## src/rtl/fx_gain_shaper.sv

```systemverilog
`default_nettype none
// ============================================================================
// Module   : fx_gain_shaper
// Purpose  : 4-stage gain -> saturate -> waveshape -> volume chain with clip stats
// Revision : 1.0
// ============================================================================
module fx_gain_shaper #(
    parameter int SLEN  = 16,
    parameter int GLEN  = 10,
    parameter int GFRAC = 3,
    parameter int CNTW  = 16
) (
    input  logic                   clk,
    input  logic                   rst,
    input  logic                   valid_in,
    input  logic signed [SLEN-1:0] sample_in,
    input  logic [GLEN-1:0]        gain_value,
    input  logic [1:0]             mode,
    input  logic [SLEN-2:0]        threshold,
    input  logic [7:0]             volume,
    input  logic                   clear_stats,
    output logic                   valid_out,
    output logic signed [SLEN-1:0] sample_out,
    output logic                   clip_flag,
    output logic [CNTW-1:0]        clip_count
);

    localparam int PW = SLEN + GLEN + 1;
    localparam int VW = SLEN + 9;
    localparam logic [1:0] c_MODE_BYP  = 2'b00;
    localparam logic [1:0] c_MODE_GAIN = 2'b01;
    localparam logic [1:0] c_MODE_HARD = 2'b10;
    localparam logic signed [SLEN-1:0] c_MAX = {1'b0, {(SLEN-1){1'b1}}};
    localparam logic signed [SLEN-1:0] c_MIN = {1'b1, {(SLEN-1){1'b0}}};

    // Stage 1: settings are captured only with a valid sample and ride along with it
    logic                   r1_valid;
    logic signed [SLEN-1:0] r1_sample;
    logic signed [PW-1:0]   r1_prod;
    logic [1:0]             r1_mode;
    logic [SLEN-2:0]        r1_thr;
    logic [7:0]             r1_vol;
    logic signed [PW-1:0]   w_prod;

    assign w_prod = sample_in * $signed({1'b0, gain_value});

    always_ff @(posedge clk) begin
        if (rst) r1_valid <= 1'b0;
        else     r1_valid <= valid_in;
        if (valid_in) begin
            r1_sample <= sample_in;
            r1_prod   <= w_prod;
            r1_mode   <= mode;
            r1_thr    <= threshold;
            r1_vol    <= volume;
        end
    end

    // Stage 2: floor-shift and saturate the gained sample
    logic                   r2_valid, r2_sat;
    logic signed [SLEN-1:0] r2_g, r2_sample;
    logic [1:0]             r2_mode;
    logic [SLEN-2:0]        r2_thr;
    logic [7:0]             r2_vol;
    logic signed [PW-1:0]   w_shift;
    logic signed [SLEN-1:0] w_g2;
    logic                   w_sat2;

    assign w_shift = r1_prod >>> GFRAC;

    always_comb begin
        w_g2   = w_shift[SLEN-1:0];
        w_sat2 = 1'b0;
        if (!w_shift[PW-1] && (|w_shift[PW-2:SLEN-1])) begin
            w_g2   = c_MAX;
            w_sat2 = 1'b1;
        end else if (w_shift[PW-1] && !(&w_shift[PW-2:SLEN-1])) begin
            w_g2   = c_MIN;
            w_sat2 = 1'b1;
        end
    end

    always_ff @(posedge clk) begin
        if (rst) r2_valid <= 1'b0;
        else     r2_valid <= r1_valid;
        r2_g      <= w_g2;
        r2_sat    <= w_sat2;
        r2_sample <= r1_sample;
        r2_mode   <= r1_mode;
        r2_thr    <= r1_thr;
        r2_vol    <= r1_vol;
    end

    // Stage 3: waveshaping on the magnitude; the most negative value folds to max
    logic                   r3_valid, r3_flag;
    logic signed [SLEN-1:0] r3_y;
    logic [1:0]             r3_mode;
    logic [7:0]             r3_vol;
    logic                   w_neg;
    logic [SLEN-2:0]        w_mag, w_half, w_soft, w_lim;
    logic signed [SLEN-1:0] w_y3;
    logic                   w_flag3;

    assign w_neg  = r2_g[SLEN-1];
    assign w_mag  = (r2_g == c_MIN) ? {(SLEN-1){1'b1}} :
                    (w_neg ? (~r2_g[SLEN-2:0] + 1'b1) : r2_g[SLEN-2:0]);
    assign w_half = r2_thr >> 1;
    assign w_soft = w_half + ((w_mag - w_half) >> 1);

    always_comb begin
        w_lim   = w_mag;
        w_y3    = r2_g;
        w_flag3 = r2_sat;
        if (r2_mode == c_MODE_BYP) begin
            w_y3    = r2_sample;
            w_flag3 = 1'b0;
        end else if (r2_mode == c_MODE_HARD) begin
            if (w_mag > r2_thr) begin
                w_lim   = r2_thr;
                w_flag3 = 1'b1;
            end
            w_y3 = w_neg ? -$signed({1'b0, w_lim}) : $signed({1'b0, w_lim});
        end else if (r2_mode != c_MODE_GAIN && w_mag > w_half) begin
            w_lim   = (w_soft > r2_thr) ? r2_thr : w_soft;
            w_flag3 = 1'b1;
            w_y3    = w_neg ? -$signed({1'b0, w_lim}) : $signed({1'b0, w_lim});
        end
    end

    always_ff @(posedge clk) begin
        if (rst) r3_valid <= 1'b0;
        else     r3_valid <= r2_valid;
        r3_y    <= w_y3;
        r3_flag <= w_flag3;
        r3_mode <= r2_mode;
        r3_vol  <= r2_vol;
    end

    // Stage 4: Q1.7 output volume with saturation, then output and statistics
    logic signed [VW-1:0]   w_vprod, w_vsh;
    logic signed [SLEN-1:0] w_v4;
    logic                   w_flag4;

    assign w_vprod = r3_y * $signed({1'b0, r3_vol});
    assign w_vsh   = w_vprod >>> 7;

    always_comb begin
        w_v4    = w_vsh[SLEN-1:0];
        w_flag4 = r3_flag;
        if (r3_mode == c_MODE_BYP) begin
            w_v4    = r3_y;
            w_flag4 = 1'b0;
        end else if (!w_vsh[VW-1] && (|w_vsh[VW-2:SLEN-1])) begin
            w_v4    = c_MAX;
            w_flag4 = 1'b1;
        end else if (w_vsh[VW-1] && !(&w_vsh[VW-2:SLEN-1])) begin
            w_v4    = c_MIN;
            w_flag4 = 1'b1;
        end
    end

    always_ff @(posedge clk) begin
        if (rst) begin
            valid_out  <= 1'b0;
            sample_out <= '0;
            clip_flag  <= 1'b0;
            clip_count <= '0;
        end else begin
            valid_out <= r3_valid;
            if (r3_valid) begin
                sample_out <= w_v4;
                clip_flag  <= w_flag4;
            end
            if (clear_stats)
                clip_count <= '0;
            else if (r3_valid && w_flag4 && (clip_count != {CNTW{1'b1}}))
                clip_count <= clip_count + 1'b1;
        end
    end

endmodule
`default_nettype wire

```

## config.mk

```make
export PLATFORM = sky130hd
export DESIGN_NAME = fx_gain_shaper
export DESIGN_NICKNAME = d
export VERILOG_FILES = /design/src/rtl/fx_gain_shaper.sv
export SDC_FILE = /design/constraint.sdc
export NUM_CORES = 1
export LEC_CHECK = 0
export CORE_ASPECT_RATIO = 0.7
export CORE_MARGIN = 4
export CORE_UTILIZATION = 60
export CTS_BUF_LIST = sky130_fd_sc_hd__clkbuf_4
export CTS_CLUSTER_DIAMETER = 40
export DETAILED_ROUTE_END_ITERATION = 10
export PLACE_DENSITY = 0.82
export REMOVE_ABC_BUFFERS = 1
export SYNTH_ARGS = -nofsm -noshare
export SYNTH_HDL_FRONTEND = slang
export SYNTH_SLANG_ARGS = --single-unit
```

## constraint.sdc

```tcl
create_clock -name clk -period 12.9 [get_ports clk]
set_input_delay 1.29 -clock clk [delete_from_list [all_inputs] [get_ports clk]]
set_output_delay 1.29 -clock clk [all_outputs]
set_load 0.01 [all_outputs]
```

After elaboration in Yosys (flattened, before gate mapping)
Cells that the tools add are included.
Operators by class
  order comparisons: 3
  multiply operators: 2
  $add $sub $neg: 6
  equal/unequal tests: 4
  reduce and logical (&&, ||, !) cells: 18
  muxes and demuxes: 22
  bitwise gates (word level): 1
Operator list (number)
  $mux W16: 9
  $mux W15: 6
  $neg A15 Y16: 2
  $gt A15 B15 Y1: 2
  $mul A16 B11 Y27: 1
  $mul A16 B9 Y25: 1
  $add A16 B1 Y16 const B: 1
  $eq A16 B16 Y1 const B: 1
  $ne A16 B16 Y1 const B: 1
  $add A14 B14 Y15: 1
  $add A15 B1 Y15 const B: 1
  $gt A15 B14 Y1: 1
  $not A15 Y15: 1
  $sub A15 B14 Y15: 1
  $reduce_and A9 Y1: 1
  $reduce_or A9 Y1: 1
  $logic_and A1 B1 Y1: 7
  $mux W1: 7
  $logic_not A1 Y1: 4
  $logic_not A2 Y1: 2
  $reduce_and A3 Y1: 1
  $reduce_or A3 Y1: 1
  $eq A2 B2 Y1 const B: 1
  $ne A2 B1 Y1 const B: 1
  $reduce_or A2 Y1: 1
Storage, ports and cells
  register bits: 190
  input bits: 55
  output and inout bits: 34
  word-level logic and storage cells: 78

Logic depth before layout (Yosys ltp)
Gate-level depths: netlist (run 1).
  depth after elaboration: 13
  depth in mapped cells: 43
  depth with buffers taken out: 39

Worst setup path after synthesis (run 1)
No wires, ideal clock.
  path kind: register to register
  start point: register r2_g[0]
  end point: register r3_y[14]
  slack: 4815 ps
  cell stages (with the launch flop): 41
  arrival: 8000 ps
  library setup time: 86 ps
  required time: 12814 ps
  cell sequence: dfxtp_1 -> inv_1 -> ha_1 -> buf_2 -> or4b_1 -> or4_4 -> nand2_1 -> ha_1 -> nor2b_1 -> o31ai_1 -> a21oi_1 -> a21oi_1 -> o21bai_1 -> a21o_1 -> a21o_1 -> a21oi_1 -> xnor2_1 -> ha_1 -> [... 5 more ...] -> ha_1 -> o21ai_0 -> nor2_1 -> or3_1 -> a2111oi_4 -> or2_1 -> buf_4 -> buf_4 -> buf_2 -> mux2i_1 -> ha_1 -> nand2_1 -> nor3_1 -> a41oi_1 -> o31ai_1 -> nand2_1 -> xor2_1 -> a211oi_1
On the way
  cells in the longest elaborated chain, start to end: 13
  elaborated cells between the ends (all ways): 22
  those cells by class: add/sub: 5; order compare: 3; eq/ne: 1; mux: 11; bitwise: 1; reduce/logical: 1
Ends and longest elaborated chain
  start, declared: line 61  | logic signed [SLEN-1:0] r2_g, r2_sample;
  start signal, assigned: line 86  | r2_g <= w_g2;
  $not A15 Y15: line 106  | (w_neg ? (~r2_g[SLEN-2:0] + 1'b1) : r2_g[SLEN-2:0]);
  $add A15 B1 Y15: line 106
  $mux W15: line 106
  $mux W15 (*): line 105  | assign w_mag = (r2_g == c_MIN) ? {(SLEN-1){1'b1}} :
  $sub A15 B14 Y15: line 108  | assign w_soft = w_half + ((w_mag - w_half) >> 1);
  $add A14 B14 Y15: line 108
  $gt A15 B15 Y1: line 124  | w_lim = (w_soft > r2_thr) ? r2_thr : w_soft;
  $mux W15: line 124
  $neg A15 Y16: line 126  | w_y3 = w_neg ? -$signed({1'b0, w_lim}) : $signed({1'b0, w_lim});
  $mux W16: line 126
  $mux W16: line 123  | end else if (r2_mode != c_MODE_GAIN && w_mag > w_half) begin
  $mux W16 (*): line 117  | end else if (r2_mode == c_MODE_HARD) begin
  $mux W16 (*): line 114  | if (r2_mode == c_MODE_BYP) begin
  named net w_y3[14]: line 101  | logic signed [SLEN-1:0] w_y3;
  end signal, assigned: line 133  | r3_y <= w_y3;
  end, declared: line 96  | logic signed [SLEN-1:0] r3_y;
The timed path passes the listed nets; every way through them passes the cells marked *. The select of a mux whose other input is x is not followed.
A chain may end at the register's enable or synchronous reset.

Worst setup path after layout (run 1)
  start point: register r2_g[15]
  end point: register r3_y[14]
On the way
  cells in the longest elaborated chain, start to end: 11
  elaborated cells between the ends (all ways): 20
  those cells by class: add/sub: 4; order compare: 3; eq/ne: 1; mux: 11; reduce/logical: 1
Ends and longest elaborated chain (line)
  $eq A16 B16 Y1 / $mux W15 (equally long branches): 105, 106
  $mux W15: 105
  $sub A15 B14 Y15: 108
  $add A14 B14 Y15: 108
  $gt A15 B15 Y1: 124
  $mux W15: 124
  $neg A15 Y16: 126
  $mux W16: 126
  $mux W16: 123
  $mux W16 (*): 117
  $mux W16 (*): 114
  named net w_y3[14]: 101
Marks and branches as above.

==> results.yml, run 1 <==
clocking:
  cts_buffer_depth: 2
  clk_pin_slew_ps: 190
  cts_tree: "done"
  cts_sinks: 187
  cts_made_buffers: 17
  cts.root.buffer_cell: "clkbuf_4"
  ctsResizeCount: 0
  htreeDepth: 4
  clock_latency_ps: 630
  postCtsSetupBuffers: 0
  hold_buffers: 0
final_layout:
  multi_input_area_sq_um: 14160
  syn2layout_area_growth_pct: 7.492
  final_nets: 2684
  fill_cells: 2574
  final-seq-area_sq_um: 4394
  final_cells: 2654
  drive_above_1_share: 0.03549
routing:
  wl_met3_microns: 3108
  highest_layer: "met4"
  wl_per_cell_microns: 18.29
  via_per_inst: 5.793
  vias: 15374
  dr_wl_met2_microns: 21960
  wl_microns: 48550
  drc_errors: 0
  drtIter0Drc: 1238
  wl_met1_microns: 22730
  drt.antenna.violating_nets: 0
  drt-pass1-iter-count: 8
critical_path:
  path_class: "reg2reg"
  crit_path_frequent_cell: "ha_1"
  worstPathMaxFanout: 45
  critPathSlowestCell: "or2_1"
  slowest_delay_ps: 800
  rr_startpoint: "r2_g[15]"
  arrival_ps: 10410
  worstPathRequired_ps: 13430
  critPathLaunch: "r2_g[15]"
  startpoint_type: "register"
  worst_setup_path_end_kind: "register"
synthesis:
  synthDistinctLibCells: 85
  netlist_instances: 2178
  synthFlopType: "dfxtp_1"
  yosysSeqAreaShare: 0.2184
  syn_area_sq_um: 20120
  synth_area_per_cell_sq_um: 9.239
  synthArstFlopShare: 0
  synth_edf_count: 65
  synth-seq-cells: 187
  yosysWarnings: 0
status:
  status: "complete, no violations"
placed_design:
  dp.cells: 2621
  place.gp.congestion: 0.9249
  dp_hpwl_microns: 38770
  portBuffers: 88
floorplan:
  std_cell_rows: 55
  dieArea_sq_um: 36580
  die_y_microns: 161.2
  io_pins: 89
  core_area_sq_um: 32690
  die_x_microns: 226.9
  initial_core_util: 0.6156
timing:
  setup_viol: 0
  timing.final.crit_period_ps: 9887
  fin_tns_setup_ps: 0
  finClkSkew_ps: 47.21
  fin_crit_sh: 0.7664
  drv_slew: 0
  rsz0062_at_grt: "false"
  hold_viol: 0
  tightest_slew_ps: 1210
  fmax_mhz: 101.1
  slew_headroom: 0.1934
global_route:
  grt_pass1_vias: 15784
  antenna_found_initial: 1
  grt.total_usage: 0.2702
  overflow: 0
  grt_pass1_wl_microns: 80070
  grt_max_degree: 67
run:
  maxCapViolCount: 0
hold_path:
  hp-class: "reg2reg"
  hold_start: "r1_vol[1]"
[cell usage in the layout (no fill, tap or decap), drive strengths merged, types with 15 or more instances in the layout]
| cell type | count |
|---|---|
| nand4 | 18 |
| clkdlybuf4s50 | 87 |
| nor2b | 15 |
| mux2i | 29 |
| nand3 | 25 |
| nor4 | 22 |
| and3 | 15 |
| a211oi | 17 |
| o21ai | 72 |
| inv | 340 |
| dfxtp | 122 |
| nand2 | 193 |
| edfxtp | 65 |
| ha | 168 |
| a21oi | 101 |
| o21a | 32 |
| nor2 | 111 |
| and2 | 170 |
| fa | 248 |
| clkbuf | 18 |
| xor2 | 28 |
| or3 | 18 |
| xnor2 | 76 |
| a21o | 17 |
| nand2b | 24 |
| nor3 | 33 |
[path summary, 6_finish.rpt]
path         cells past startpoint        end  slack (ps)
max                             35   r3_y[14]        3010
min reg2reg                      0  r2_vol[1]         330
min                              0  r2_vol[1]         330
max reg2reg                     35   r3_y[14]        3010
[metal layers]
metal / vias to the layer above / track usage
met4: 0 / 0.06001
li1: 7226 / -
met5: - / 0
met3: 51 / 0.03652
met2: 491 / 0.4328
met1: 7606 / 0.3951
[per-stage QoR]
stage	utilization	hold WS, ps	instance area [sq um]	setup WS, ps
2_1_floorplan	-	309.6	19800	4266
3_3_place_gp	0.6508	309.9	21270	3411
3_5_place_dp	0.6508	312.1	21270	3287
4_1_cts	0.6617	340.5	21630	3175
5_1_grt	0.6617	342.3	21630	2338
6_report	0.6617	333.7	21630	3013
[worst max-delay path, delay by kind of cell (launching register included)]
family	cells	cell delay (ps)
AND/OR/NAND/NOR	12	3630
flip-flops	1	340
multiplexers	1	340
AO/OA/AOI/OAI	13	3350
adder cells (fa/ha/maj)	4	970
XOR/XNOR	3	660
buffers and inverters	2	480
[state kept, by name (all words and copies together), names as in the netlist, 2 cells and up]
signal and count:
r3_mode 2, r2_g 16, sample_out 16, r3_vol 8, r1_sample 16, r2_vol 8
clip_count 16, r2_mode 2, r2_thr 15, r1_vol 8, r1_prod 24, r3_y 16
r1_thr 15, r2_sample 16, r1_mode 2
[area by class of cell]
class / count / share of cell area
antenna: 1 / 0.0001157
clock inverter: 14 / 0.01024
multi-input combinational: 1578 / 0.6547
tap: 427 / 0.02470
sequential: 187 / 0.2031
timing repair buffer: 95 / 0.04292
inverter: 334 / 0.05796
clock buffer: 18 / 0.006247
[cells in the mapped netlist, drive strengths merged, types with 28 or more instances]
library cell    n  area, sq um
ha            168         2102
inv           333         1250
edfxtp         65         1952
dfxtp         122         2442
xor2           28        245.2
o21ai          72        364.1
o21a           32        240.2
mux2i          29        290.3
nand2         193        724.4
fa            248         4965
nor2          111        416.7
xnor2          76        665.6
and2          170         1064
a21oi         101        509.2
clkbuf         66        247.7
nor3           33        165.2
[logic make-up after synthesis]
family	Yosys count	share of synthesized area
xor gates and xnor gates	104	0.04527
muxes	38	0.02002
DFF	187	0.2184
and+or+nand+nor	679	0.1750
buffers and inverters	413	0.07828
adders and majority gates	416	0.3512
AOI/OAI and AO/OA	341	0.1119
Power of run 1 is not shown: default switching activity piles up to over one toggle a cycle in this logic, so the estimate is an artifact.
==> run 2, diff against run 1 <==
--- a/config.mk
+++ b/config.mk
@@ -7,11 +7,11 @@
 export LEC_CHECK = 0
 export CORE_ASPECT_RATIO = 0.7
 export CORE_MARGIN = 4
-export CORE_UTILIZATION = 60
+export CORE_UTILIZATION = 58
 export CTS_BUF_LIST = sky130_fd_sc_hd__clkbuf_4
 export CTS_CLUSTER_DIAMETER = 40
 export DETAILED_ROUTE_END_ITERATION = 10
-export PLACE_DENSITY = 0.82
+export PLACE_DENSITY = 0.83
 export REMOVE_ABC_BUFFERS = 1
 export SYNTH_ARGS = -nofsm -noshare
 export SYNTH_HDL_FRONTEND = slang
==> constraint.sdc (replaced) <==
create_clock -name clk -period 8.8 [get_ports clk]
set_input_delay 0.88 -clock clk [delete_from_list [all_inputs] [get_ports clk]]
set_output_delay 0.88 -clock clk [all_outputs]
set_load 0.01 [all_outputs]
==> run 2 against run 1 <==
Effect of this change:
- count of clock-buffer cells in the layout unchanged
- critical endpoint unchanged
- non-clock buffer count is 8 higher
- hold slack got worse by 7.4 ps
==> results.yml, run 2 (synthesized netlist as in run 1, its figures left out) <==
critical_path:
  critPathSlowestCell: "dfxtp_1"
  worstPathMaxFanout: 6
  startpoint_type: "register"
  r2r-end: "r3_y[14]"
  slowest_delay_ps: 440
  rr_startpoint: "r2_g[0]"
  critPathLaunch: "r2_g[0]"
  r2r_setup_slack_ps: 540
  crit_path_frequent_cell: "ha_1"
  worstPathRequired_ps: 9370
  reg2reg_depth: 37
  worst_setup_path_end_kind: "register"
  arrival_ps: 8820
  path_class: "reg2reg"
timing:
  finClkSkew_ps: 38.43
  drv_slew: 0
  timing.final.crit_period_ps: 8256
  fmax_mhz: 121.1
  hold_viol: 0
  setup_viol: 0
  slew_headroom: 0.2621
  fin_crit_sh: 0.9382
  tightest_slew_ps: 1107
clocking:
  htreeDepth: 4
  cts_sinks: 187
  clk_pin_slew_ps: 210
  cts_tree: "done"
  cts.root.buffer_cell: "clkbuf_4"
  cts_made_buffers: 17
  ctsResizeCount: 0
  clock_latency_ps: 630
  cts_buffer_depth: 2
  postCtsSetupBuffers: 0
  hold_buffers: 0
final_layout:
  final_cells: 2699
  layout_common_cells: "inv_1, fa_1, nand2_1"
  final_nets: 2692
  syn2layout_area_growth_pct: 8.145
  largest_register: "r1_prod"
  largest_register_ffs: 24
  fin_area_sq_um: 21760
  final_common_cell: "inv_1"
  drive_above_1_share: 0.04297
  fill_cells: 2753
global_route:
  grt_most_used_layer: "met2"
  overflow: 0
  antenna_found_initial: 1
  grt.total_usage: 0.2595
  grt_pass1_wl_microns: 79600
  grt_max_degree: 67
  use_met3: 0.04577
  met1_usage: 0.3754
  grt_pass1_vias: 15817
  use_met2: 0.4132
hold_path:
  whs_endpoint: "r3_vol[2]"
  hold_start: "r2_vol[2]"
  holdPathStages: 0
  hp-class: "reg2reg"
placed_design:
  portBuffers: 88
  place.gp.congestion: 0.9784
  dp.cells: 2666
  dp_hpwl_microns: 37940
  place_area_sq_um: 21380
floorplan:
  dieArea_sq_um: 37790
  initial_core_util: 0.5946
  core_area_sq_um: 33840
  die_y_microns: 163.8
  io_pins: 89
  die_x_microns: 230.6
  std_cell_rows: 56
routing:
  via_per_inst: 5.723
  drc_errors: 0
  wl_per_cell_microns: 17.77
  drtIter0Drc: 1161
  drt.antenna.violating_nets: 0
  wl_microns: 47950
  drt-pass1-iter-count: 5
  vias: 15446
status:
  status: "complete, no violations"
run:
  maxCapViolCount: 0
## run 2: cell types whose count changed in the layout (fill, tap and decap cells not counted), moves of 2 or more
cell       change
buf_4          +8
bufinv_16      -2
ha_1           -2
inv_8          +2
o31ai_1        -2
o31ai_2        +2
## run 2: how the worst max path moves through the flow
stage | endpoint | slack, ps
after detailed placement | r3_y[14] | 230
after CTS | r3_y[14] | 180
after global routing | r3_y[14] | -0.3
after global placement | r3_y[14] | 420
after floorplan | r3_y[14] | 170
final | r3_y[14] | 540
## run 2: critical path: cells and delay by family (launching register included)
kind / cells / cell delay (ps)
multiplexers: 1 / 260
adder cells (fa/ha/maj): 6 / 1720
flip-flops: 1 / 440
XOR/XNOR: 3 / 500
buffers and inverters: 2 / 150
AND/OR/NAND/NOR: 11 / 2100
AO/OA/AOI/OAI: 14 / 3010
## run 2: through the flow
step           TNS [ps]  hold WS (ps)  setup slack (ps)    util
3_3_place_gp          0         311.6             423.1  0.6317
4_1_cts               0         331.1             178.8  0.6413
2_1_floorplan         0         309.6             165.5       -
3_5_place_dp          0         312.1             227.9  0.6317
6_report              0         326.4             544.1  0.6430
5_1_grt         -0.2638         347.6           -0.2638  0.6430
## run 2: layout make-up
class	instances	area, sq um	area share
well taps	464	580.6	0.02668
flip-flops and latches	187	4394	0.2019
diodes	1	2.502	0.0001150
multi-input cells	1578	14220	0.6533
clock inverters	14	191.4	0.008797
inverters	334	1254	0.05761
clock buffers	18	135.1	0.006209
repair buffers	103	988.4	0.04542
## run 2: routing by layer
metal | wire length (microns) | vias to the layer above
met4 | 788 | 0
met2 | 21550 | 570
met5 | 0 | -
met3 | 3580 | 55
li1 | - | 7251
met1 | 22030 | 7570
Power of run 2 is left out for the same reason.
